==> config.mk <==
export PLATFORM = sky130hd
export DESIGN_NAME = vend_sequencer
export DESIGN_NICKNAME = d
export VERILOG_FILES = /design/src/rtl/vend_pkg.sv /design/src/rtl/vend_sequencer_debounce_edge.sv /design/src/rtl/vend_sequencer.sv
export SDC_FILE = /design/constraint.sdc
export NUM_CORES = 1
export LEC_CHECK = 0
export ABC_CLOCK_PERIOD_IN_PS = 12300
export CAP_MARGIN = 20
export CORE_ASPECT_RATIO = 0.75
export CORE_MARGIN = 4
export CORE_UTILIZATION = 52
export DETAILED_ROUTE_END_ITERATION = 10
export PLACE_DENSITY = 0.83
export SLEW_MARGIN = 20
export SYNTH_ARGS = -nofsm -noshare
export SYNTH_HDL_FRONTEND = slang
export SYNTH_SLANG_ARGS = --single-unit
==> constraint.sdc <==
create_clock -name clk -period 12.3 [get_ports clk]
set_input_delay 1.845 -clock clk [delete_from_list [all_inputs] [get_ports clk]]
set_output_delay 1.845 -clock clk [all_outputs]
set_load 0.05 [all_outputs]
==> src/rtl/vend_pkg.sv <==
// Shared types for the vending sequencer: state codes double as 7-segment display codes.
package vend_pkg;

  localparam int unsigned CREDIT_W = 4;

  typedef enum logic [3:0] {
    ST_IDLE    = 4'h0,
    ST_COLLECT = 4'h1,
    ST_VEND    = 4'h3,
    ST_CHANGE  = 4'h4,
    ST_ERROR   = 4'hE
  } state_e;

  // Product number is also its price in coin units; 0 means nothing selected.
  function automatic logic [CREDIT_W-1:0] price_of(input logic [2:0] sel);
    return CREDIT_W'(sel);
  endfunction

endpackage

==> src/rtl/vend_sequencer_debounce_edge.sv <==
// Button front end: 2-FF synchronizer, counting debouncer and registered rising-edge event.
module debounce_edge #(
  parameter int unsigned DEBOUNCE_CYCLES = 16
) (
  input  logic clk,
  input  logic rst_n,
  input  logic btn_i,
  output logic level,
  output logic rise
);

  localparam int unsigned CNT_W = $clog2(DEBOUNCE_CYCLES + 1);

  logic             sync1_q, sync2_q;
  logic             level_q, level_d;
  logic             rise_q;
  logic [CNT_W-1:0] cnt_q, cnt_d;

  // Any cycle where the synchronized input agrees with the accepted level restarts the count.
  always_comb begin
    level_d = level_q;
    cnt_d   = '0;
    if (sync2_q != level_q) begin
      if (cnt_q == CNT_W'(DEBOUNCE_CYCLES - 1)) begin
        level_d = ~level_q;
      end else begin
        cnt_d = cnt_q + 1'b1;
      end
    end
  end

  always_ff @(posedge clk or negedge rst_n) begin
    if (!rst_n) begin
      sync1_q <= 1'b0;
      sync2_q <= 1'b0;
      level_q <= 1'b0;
      cnt_q   <= '0;
      rise_q  <= 1'b0;
    end else begin
      sync1_q <= btn_i;
      sync2_q <= sync1_q;
      level_q <= level_d;
      cnt_q   <= cnt_d;
      rise_q  <= level_d & ~level_q;
    end
  end

  assign level = level_q;
  assign rise  = rise_q;

endmodule

==> src/rtl/vend_sequencer.sv <==
// Vending controller: debounced buttons, credit accumulation, vend / change / error sequencing.
module vend_sequencer
  import vend_pkg::*;
#(
  parameter int unsigned DEBOUNCE_CYCLES = 16,
  parameter int unsigned TIMEOUT_CYCLES  = 4096,
  parameter int unsigned DISPENSE_CYCLES = 8,
  parameter int unsigned CHANGE_GAP      = 4,
  parameter int unsigned ERR_CYCLES      = 8,
  parameter int unsigned MAX_CREDIT      = 9
) (
  input  logic                clk,
  input  logic                rst_n,
  input  logic                ena,
  input  logic                coin_in,
  input  logic                avance_in,
  input  logic                cancel_in,
  input  logic [2:0]          sw_sel,
  output logic [CREDIT_W-1:0] credit,
  output logic [3:0]          estado_actual,
  output logic                dispense,
  output logic                refund,
  output logic                coin_reject,
  output logic                busy
);

  localparam int unsigned T_A   = (TIMEOUT_CYCLES > DISPENSE_CYCLES) ? TIMEOUT_CYCLES : DISPENSE_CYCLES;
  localparam int unsigned T_B   = (CHANGE_GAP > ERR_CYCLES) ? CHANGE_GAP : ERR_CYCLES;
  localparam int unsigned TMAX  = (T_A > T_B) ? T_A : T_B;
  localparam int unsigned TMR_W = $clog2(TMAX + 1);

  logic [2:0] btn_level_unused;
  logic       coin_rise, avance_rise, cancel_rise;
  logic       coin_ev, avance_ev, cancel_ev;

  debounce_edge #(.DEBOUNCE_CYCLES(DEBOUNCE_CYCLES)) u_coin (
    .clk(clk), .rst_n(rst_n), .btn_i(coin_in), .level(btn_level_unused[0]), .rise(coin_rise)
  );
  debounce_edge #(.DEBOUNCE_CYCLES(DEBOUNCE_CYCLES)) u_avance (
    .clk(clk), .rst_n(rst_n), .btn_i(avance_in), .level(btn_level_unused[1]), .rise(avance_rise)
  );
  debounce_edge #(.DEBOUNCE_CYCLES(DEBOUNCE_CYCLES)) u_cancel (
    .clk(clk), .rst_n(rst_n), .btn_i(cancel_in), .level(btn_level_unused[2]), .rise(cancel_rise)
  );

  assign coin_ev   = ena & coin_rise;
  assign avance_ev = ena & avance_rise;
  assign cancel_ev = ena & cancel_rise;

  state_e              state_q, state_d;
  logic [CREDIT_W-1:0] credit_q, credit_d;
  logic [TMR_W-1:0]    timer_q, timer_d;
  logic                dispense_q, dispense_d;
  logic                refund_q, refund_d;
  logic                reject_q, reject_d;
  logic                busy_q, busy_d;

  logic [CREDIT_W-1:0] price, sub;
  logic                add, avance_ok, buy, refund_tick;

  assign price     = price_of(sw_sel);
  assign avance_ok = (price != '0) && (credit_q >= price);

  // Credit arithmetic is settled first so state decisions can see the post-coin, post-refund value.
  always_comb begin
    add         = coin_ev && (credit_q != CREDIT_W'(MAX_CREDIT));
    reject_d    = coin_ev && (credit_q == CREDIT_W'(MAX_CREDIT));
    buy         = (state_q == ST_COLLECT) && avance_ev && !cancel_ev && avance_ok;
    refund_tick = ena && (state_q == ST_CHANGE) && (timer_q == TMR_W'(CHANGE_GAP - 1))
                  && (credit_q != '0);
    refund_d    = refund_tick;
    sub         = '0;
    if (refund_tick) sub = CREDIT_W'(1);
    else if (buy)    sub = price;
    credit_d    = credit_q + CREDIT_W'(add) - sub;

    state_d = state_q;
    timer_d = timer_q;
    if (ena) begin
      case (state_q)
        ST_IDLE: begin
          timer_d = '0;
          if (add) state_d = ST_COLLECT;
        end
        ST_COLLECT: begin
          timer_d = timer_q + 1'b1;
          if (cancel_ev) begin
            state_d = ST_CHANGE;
            timer_d = '0;
          end else if (avance_ev) begin
            state_d = buy ? ST_VEND : ST_ERROR;
            timer_d = '0;
          end else if (coin_ev) begin
            timer_d = '0;
          end else if (timer_q == TMR_W'(TIMEOUT_CYCLES - 1)) begin
            state_d = ST_CHANGE;
            timer_d = '0;
          end
        end
        ST_ERROR: begin
          timer_d = timer_q + 1'b1;
          if (timer_q == TMR_W'(ERR_CYCLES - 1)) begin
            state_d = ST_COLLECT;
            timer_d = '0;
          end
        end
        ST_VEND: begin
          timer_d = timer_q + 1'b1;
          if (timer_q == TMR_W'(DISPENSE_CYCLES - 1)) begin
            state_d = (credit_d != '0) ? ST_CHANGE : ST_IDLE;
            timer_d = '0;
          end
        end
        ST_CHANGE: begin
          timer_d = refund_tick ? '0 : timer_q + 1'b1;
          if (credit_d == '0) begin
            state_d = ST_IDLE;
            timer_d = '0;
          end
        end
        default: begin
          state_d = ST_IDLE;
          timer_d = '0;
        end
      endcase
    end

    dispense_d = (state_d == ST_VEND);
    busy_d     = (state_d == ST_VEND) || (state_d == ST_CHANGE);
  end

  always_ff @(posedge clk or negedge rst_n) begin
    if (!rst_n) begin
      state_q    <= ST_IDLE;
      credit_q   <= '0;
      timer_q    <= '0;
      dispense_q <= 1'b0;
      refund_q   <= 1'b0;
      reject_q   <= 1'b0;
      busy_q     <= 1'b0;
    end else begin
      state_q    <= state_d;
      credit_q   <= credit_d;
      timer_q    <= timer_d;
      dispense_q <= dispense_d;
      refund_q   <= refund_d;
      reject_q   <= reject_d;
      busy_q     <= busy_d;
    end
  end

  assign credit        = credit_q;
  assign estado_actual = state_q;
  assign dispense      = dispense_q;
  assign refund        = refund_q;
  assign coin_reject   = reject_q;
  assign busy          = busy_q;

endmodule
==> impl_metrics.toml, run 1 <==
[logic_synthesis]
async_flop_share = 1.00
ys_seq_area_frac = 0.477
syn_nets = 288
ys_warn_count = 0
synthesis.area_sq_um = 2730
synth_area_leaders = "dfrtp_1 (48%), ha_1 (6.0%), a21oi_1 (3.1%), nor2_1 (2.8%), xor2_1 (2.2%)"
syn_area_per_cell_sq_um = 10.3
synth_top_area_frac = 0.477
yosysTopAreaCell = "dfrtp_1"
postSynthCellCount = 265
yosysUniqueCellTypes = 56
synth_seq_cells = 52
synthFlopType = "dfrtp_1"
synth_edf_count = 0

[floorplan]
row_count = 22
num_io_pins = 21
core_area_sq_um = 4980
die_y_um = 70.7
start_util = 0.548
dieArea_sq_um = 6480
die_width_um = 91.7

[placement]
gp_congestion = 0.876
io_buffer_count = 20
dp_cells = 352
dpl-instance-area_sq_um = 2980
hpwlAfterDp_um = 3910

[critical_path]
reg2reg_slack_ns = 7.84
regToRegEndpoint = "timer_q[2]$_DFFE_PN0P_"
critPathRequiredTime_ns = 12.53
critical_path_arrival_ns = 5.82
r2r_start = "timer_q[6]$_DFFE_PN0P_"
start_kind = "input pin"
r2r_cells = 16
crit_type = "in2reg"
worst-path-max-fanout = 19
endpoint_kind = "flip-flop"

[timing]
rsz0062_at_grt = "false"
final.setup.tns_ns = 0
fin_crit_sh = 0.454
setup_viol = 0
skew_ns = 0.0107
relSlewSlack = 0.572
timing.fmax_mhz = 179
tightestPinTransition_ns = 0.642
hold_viol_final = 0
slew_viol_final = 0
post-route-min-period_ns = 5.59

[grt]
grt_use_met3 = 0.0404
grt_pass1_vias = 2109
grt_pass1_wl_um = 9800
grt_start_max_net_pins = 53
grtUsageMet1 = 0.261
grt_overflow = 0
antenna_found_initial = 0
grt_use_met2 = 0.288
grt_most_used_layer = "met2"
track_usage = 0.185

[pwr]
max-vdd-ir-drop_mv = 0.0786
power_uw = 311
powerDensity_nw_per_um2 = 100
leakage_uw = 0.00143

[routing]
dr_total_vias = 2107
wl_per_cell_um = 14.8
routed_wl_um = 5340
drtAntennaViolNets = 0
viasPerCell = 5.85
drtIter0Drc = 239
drt_first_pass_iters = 5
drc = 0

[layout]
final_area_sq_um = 3090
finalNonFillerCells = 360
antenna_cells = 0
utilization = 0.621
layout_common_cells = "dfrtp_1 (52), nor2_1 (20), clkdlybuf4s50_1 (19), a21oi_1 (17), nand2_1 (16)"
drive_above_1_share = 0.0868
final_common_cell = "dfrtp_1"
area_growth_pct = 13.3
finalNetCount = 310

[clocking]
clk_pin_slew_ns = 0.10
clock_latency_ns = 0.30
cts_tree = "yes"
cts.sinks = 52
htreeDepth = 2
post_cts_buffers = 0
cts_buffer_depth = 2
cts-root-buf = "clkbuf_8"
cts_buffers = 5
hold_buffers = 0
cts_resized = 0

[min_path]
min_to = "u_avance.sync2_q$_DFF_PN0_"
min_path_type = "reg2reg"
min_from = "u_avance.sync1_q$_DFF_PN0_"
hold_path_depth = 0

[job]
max_cap_viol_count = 0

[status]
status = "finished, final reports clean"
critical path, stage by stage:
cell and delay [ns]:
clkdlybuf4s50_1 0.87, nand2_1 0.19, nor3_4 0.19, o311a_2 0.28
a21o_1 0.13, ha_1 0.22, inv_1 0.06, ha_1 0.15
inv_1 0.05, fa_1 0.37, xnor2_1 0.20, nor3_1 0.06
o21ai_0 0.14, a21oi_2 0.14, a21oi_2 0.47, or2b_1 0.28
a31oi_1 0.16
power breakdown:
| group | internal [uW] | switching [uW] | leakage [uW] |
|---|---|---|---|
| sequential | 174 | 2.70 | 0.000705 |
| combinational | 6.04 | 8.82 | 0.000667 |
| clock | 61.6 | 57.5 | 0.0000558 |
| total | 242 | 69.0 | 0.00143 |
routing by layer:
metal / part of all wire / up-vias
met4: 0.014 / 0
met5: 0 / -
met2: 0.44 / 65
met1: 0.48 / 1032
li1: - / 1002
met3: 0.059 / 8
cells by family (layout without fill, tap and decap cells):
kind of cell | after synthesis | count (layout) | share of synthesized area
adder cells (fa/ha/maj) | 14 | 14 | 0.0669
AND/OR/NAND/NOR | 102 | 102 | 0.225
AO/OA/AOI/OAI | 61 | 61 | 0.144
flip-flops | 52 | 52 | 0.477
multiplexers | 4 | 4 | 0.0160
buffers and inverters | 21 | 44 | 0.0353
XOR/XNOR | 11 | 11 | 0.0353
cell usage after synthesis, types with 4 or more instances:
cell type	number
dfrtp_1	52
nor2_1	20
a21oi_1	17
nand2_1	16
inv_1	15
ha_1	13
nand3_1	12
o21ai_0	11
nor3b_1	7
xor2_1	7
a31oi_1	6
and3_1	6
a21o_1	5
or3_1	5
nor4b_1	4
xnor2_1	4
final cells by class:
cell class,count,area [sq um]
Sequential cell,52,1300
Multi-Input combinational cell,192,1330
Clock inverter,2,38.8
Clock buffer,6,72.6
Inverter,15,56.3
Timing Repair Buffer,21,203
Tap cell,72,90.1
Fill cell,403,1890
metrics by stage:
stage          hold slack, ns  setup slack (ns)
5_1_grt                 0.372              6.40
3_5_place_dp            0.336              6.41
3_3_place_gp            0.332              6.60
2_1_floorplan           0.331              7.48
4_1_cts                 0.359              6.73
6_report                0.366              6.71
worst max-delay path by stage:
stage,start,to,slack [ns]
2_1_floorplan,sw_sel[0],busy$_DFF_PN0_,7.48
3_5_place_dp,ena,timer_q[2]$_DFFE_PN0P_,6.41
4_1_cts,ena,timer_q[2]$_DFFE_PN0P_,6.73
3_3_place_gp,ena,timer_q[2]$_DFFE_PN0P_,6.60
5_1_grt,ena,timer_q[2]$_DFFE_PN0P_,6.40
6_report,ena,timer_q[2]$_DFFE_PN0P_,6.71
flip-flops by register name (all words and copies together) (netlist names), 4 cells and up:
signal,cells
credit,4
u_avance.cnt_q,5
u_coin.cnt_q,5
estado_actual,4
u_cancel.cnt_q,5
timer_q,13
Power figures use the tool's default switching activity.
==> inputs of run 2 (changes only) <==
ABC_CLOCK_PERIOD_IN_PS = 4700   (was 12300)
PLACE_DENSITY = 0.86   (was 0.83)
clock period = 4.7 ns   (was 12.3 ns; I/O delays follow)
==> run 2 against run 1 <==
Setup slack lost 6.3 ns. Count of clock-buffer cells in the layout shrank 1. Combinational power grew to 2.7 times the previous value. Utilization grew 0.050 points.
==> impl_metrics.toml, run 2 (synthesis gave the netlist of run 1 again) <==
[timing]
slew_viol_final = 0
final.setup.tns_ns = 0
post-route-min-period_ns = 4.31
fin_crit_sh = 0.918
hold_viol_final = 0
rsz0062_at_grt = "false"
tightestPinTransition_ns = 0.629
skew_ns = 0.00718
relSlewSlack = 0.581
timing.fmax_mhz = 232
setup_viol = 0

[grt]
grt_start_max_net_pins = 53
antenna_found_initial = 0
grt_overflow = 0
track_usage = 0.169
grt_pass1_wl_um = 8950
grt_pass1_vias = 1961

[placement]
hpwlAfterDp_um = 3750
dpl-instance-area_sq_um = 2990
io_buffer_count = 20
gp_congestion = 0.891

[layout]
max_flop_register = "timer_q"
drive_above_1_share = 0.0969
fillers = 405
area_growth_pct = 13.4
antenna_cells = 0
largest_register_ffs = 13
final_area_sq_um = 3100
layout_common_cells = "dfrtp_1 (52), nor2_1 (20), clkdlybuf4s50_1 (19), a21oi_1 (17), nand2_1 (16)"
finalNetCount = 311
final_common_cell = "dfrtp_1"

[clocking]
hold_buffers = 0
cts_buffers = 5
htreeDepth = 2
cts-root-buf = "clkbuf_8"
cts.sinks = 52
cts_tree = "yes"
post_cts_buffers = 0
cts_resized = 0
clk_pin_slew_ns = 0.10
cts_buffer_depth = 2
clock_latency_ns = 0.31

[pwr]
leakage_uw = 0.00142
powerDensity_nw_per_um2 = 246
max-vdd-ir-drop_mv = 0.224

[routing]
viasPerCell = 5.66
drt_first_pass_iters = 5
routed_wl_um = 5130
drc = 0
wl_per_cell_um = 14.2
dr_total_vias = 2045
drtAntennaViolNets = 0
drtIter0Drc = 198

[min_path]
min_to = "u_coin.sync2_q$_DFF_PN0_"
min_path_type = "reg2reg"
hold_path_depth = 0
min_from = "u_coin.sync1_q$_DFF_PN0_"

[critical_path]
r2r_start = "timer_q[6]$_DFFE_PN0P_"
endpoint_kind = "flip-flop"
critical_path_arrival_ns = 4.53
r2r_cells = 16
worst-path-max-fanout = 7
critPathRequiredTime_ns = 4.92
crit_type = "reg2reg"
regToRegEndpoint = "busy$_DFF_PN0_"
reg2reg_slack_ns = 0.39
start_kind = "flip-flop"

[floorplan]
dieArea_sq_um = 6480
die_y_um = 70.7
start_util = 0.548
row_count = 22
num_io_pins = 21
core_area_sq_um = 4980
die_width_um = 91.7

[job]
max_cap_viol_count = 0

[status]
status = "finished, final reports clean"
==> run 2: cell count changes in the layout (fill, tap and decap cells not counted) <==
cell,before,now
buf_4,1,3
a21oi_2,2,1
a21oi_4,0,1
buf_2,1,0
bufinv_16,1,0
clkbuf_1,1,0
clkinv_2,0,1
clkinvlp_4,0,1
nor4b_1,4,3
nor4b_2,0,1
==> run 2: critical path: stages, from the launching register on <==
cell	delay [ns]
dfrtp_1	0.46
or4_4	0.58
or4_4	0.50
nor4b_2	0.33
a21o_1	0.13
ha_1	0.22
inv_1	0.06
ha_1	0.15
inv_1	0.05
fa_1	0.37
xnor2_1	0.19
nor3_1	0.06
o21ai_0	0.14
a21oi_1	0.13
o22ai_1	0.29
or4b_1	0.47
o31ai_1	0.08
==> run 2: power breakdown <==
group	total, uW	switching, uW	leakage, uW	internal, uW
clock	260	154	0.0000445	106
combinational	39.6	23.0	0.000673	16.6
sequential	463	6.74	0.000705	456
total	762	184	0.00142	578
==> run 2: through the flow <==
step	total power (uW)	cells	worst slack, ns	util	hold WS, ns
5_1_grt	801	361	0.0795	0.621	0.372
4_1_cts	777	361	0.218	0.618	0.365
2_1_floorplan	489	265	0.736	-	0.331
3_5_place_dp	512	353	0.0842	0.600	0.342
3_3_place_gp	509	353	0.276	0.600	0.332
6_report	762	361	0.387	0.621	0.360
==> run 2: worst max path at each step <==
stage / start / end / slack [ns] / cells past startpoint
global route: timer_q[6]$_DFFE_PN0P_ / busy$_DFF_PN0_ / 0.08 / 16
finish: timer_q[6]$_DFFE_PN0P_ / busy$_DFF_PN0_ / 0.39 / 16
detailed placement: sw_sel[1] / timer_q[5]$_DFFE_PN0P_ / 0.08 / 19
floorplan: timer_q[6]$_DFFE_PN0P_ / busy$_DFF_PN0_ / 0.74 / 16
global placement: sw_sel[1] / timer_q[5]$_DFFE_PN0P_ / 0.28 / 19
CTS: timer_q[6]$_DFFE_PN0P_ / timer_q[2]$_DFFE_PN0P_ / 0.22 / 16
==> run 2: per-layer routing <==
layer  share of wire  wire length, um  GRT usage  vias up
met2            0.44             2270      0.257       53
li1                -                -          -     1002
met5               0                0          0        -
met1            0.49             2500      0.238      982
met3           0.055              284     0.0404        8
met4           0.015               75     0.0619        0
==> run 2: layout make-up <==
type | count | area (sq um) | share of cell area
clock buffer | 5 | 68.8 | 0.0222
clock inverter | 3 | 21.3 | 0.00687
inverter | 15 | 56.3 | 0.0182
multi-input combinational | 192 | 1350 | 0.435
sequential | 52 | 1300 | 0.420
tap | 72 | 90.1 | 0.0291
timing repair buffer | 22 | 213 | 0.0687
==> inputs of run 3 (changes only) <==
TNS_END_PERCENT = 5   (was unset)
==> results of run 3 <==
Same layout as run 2: the final DEF is identical, and so are final timing and power.
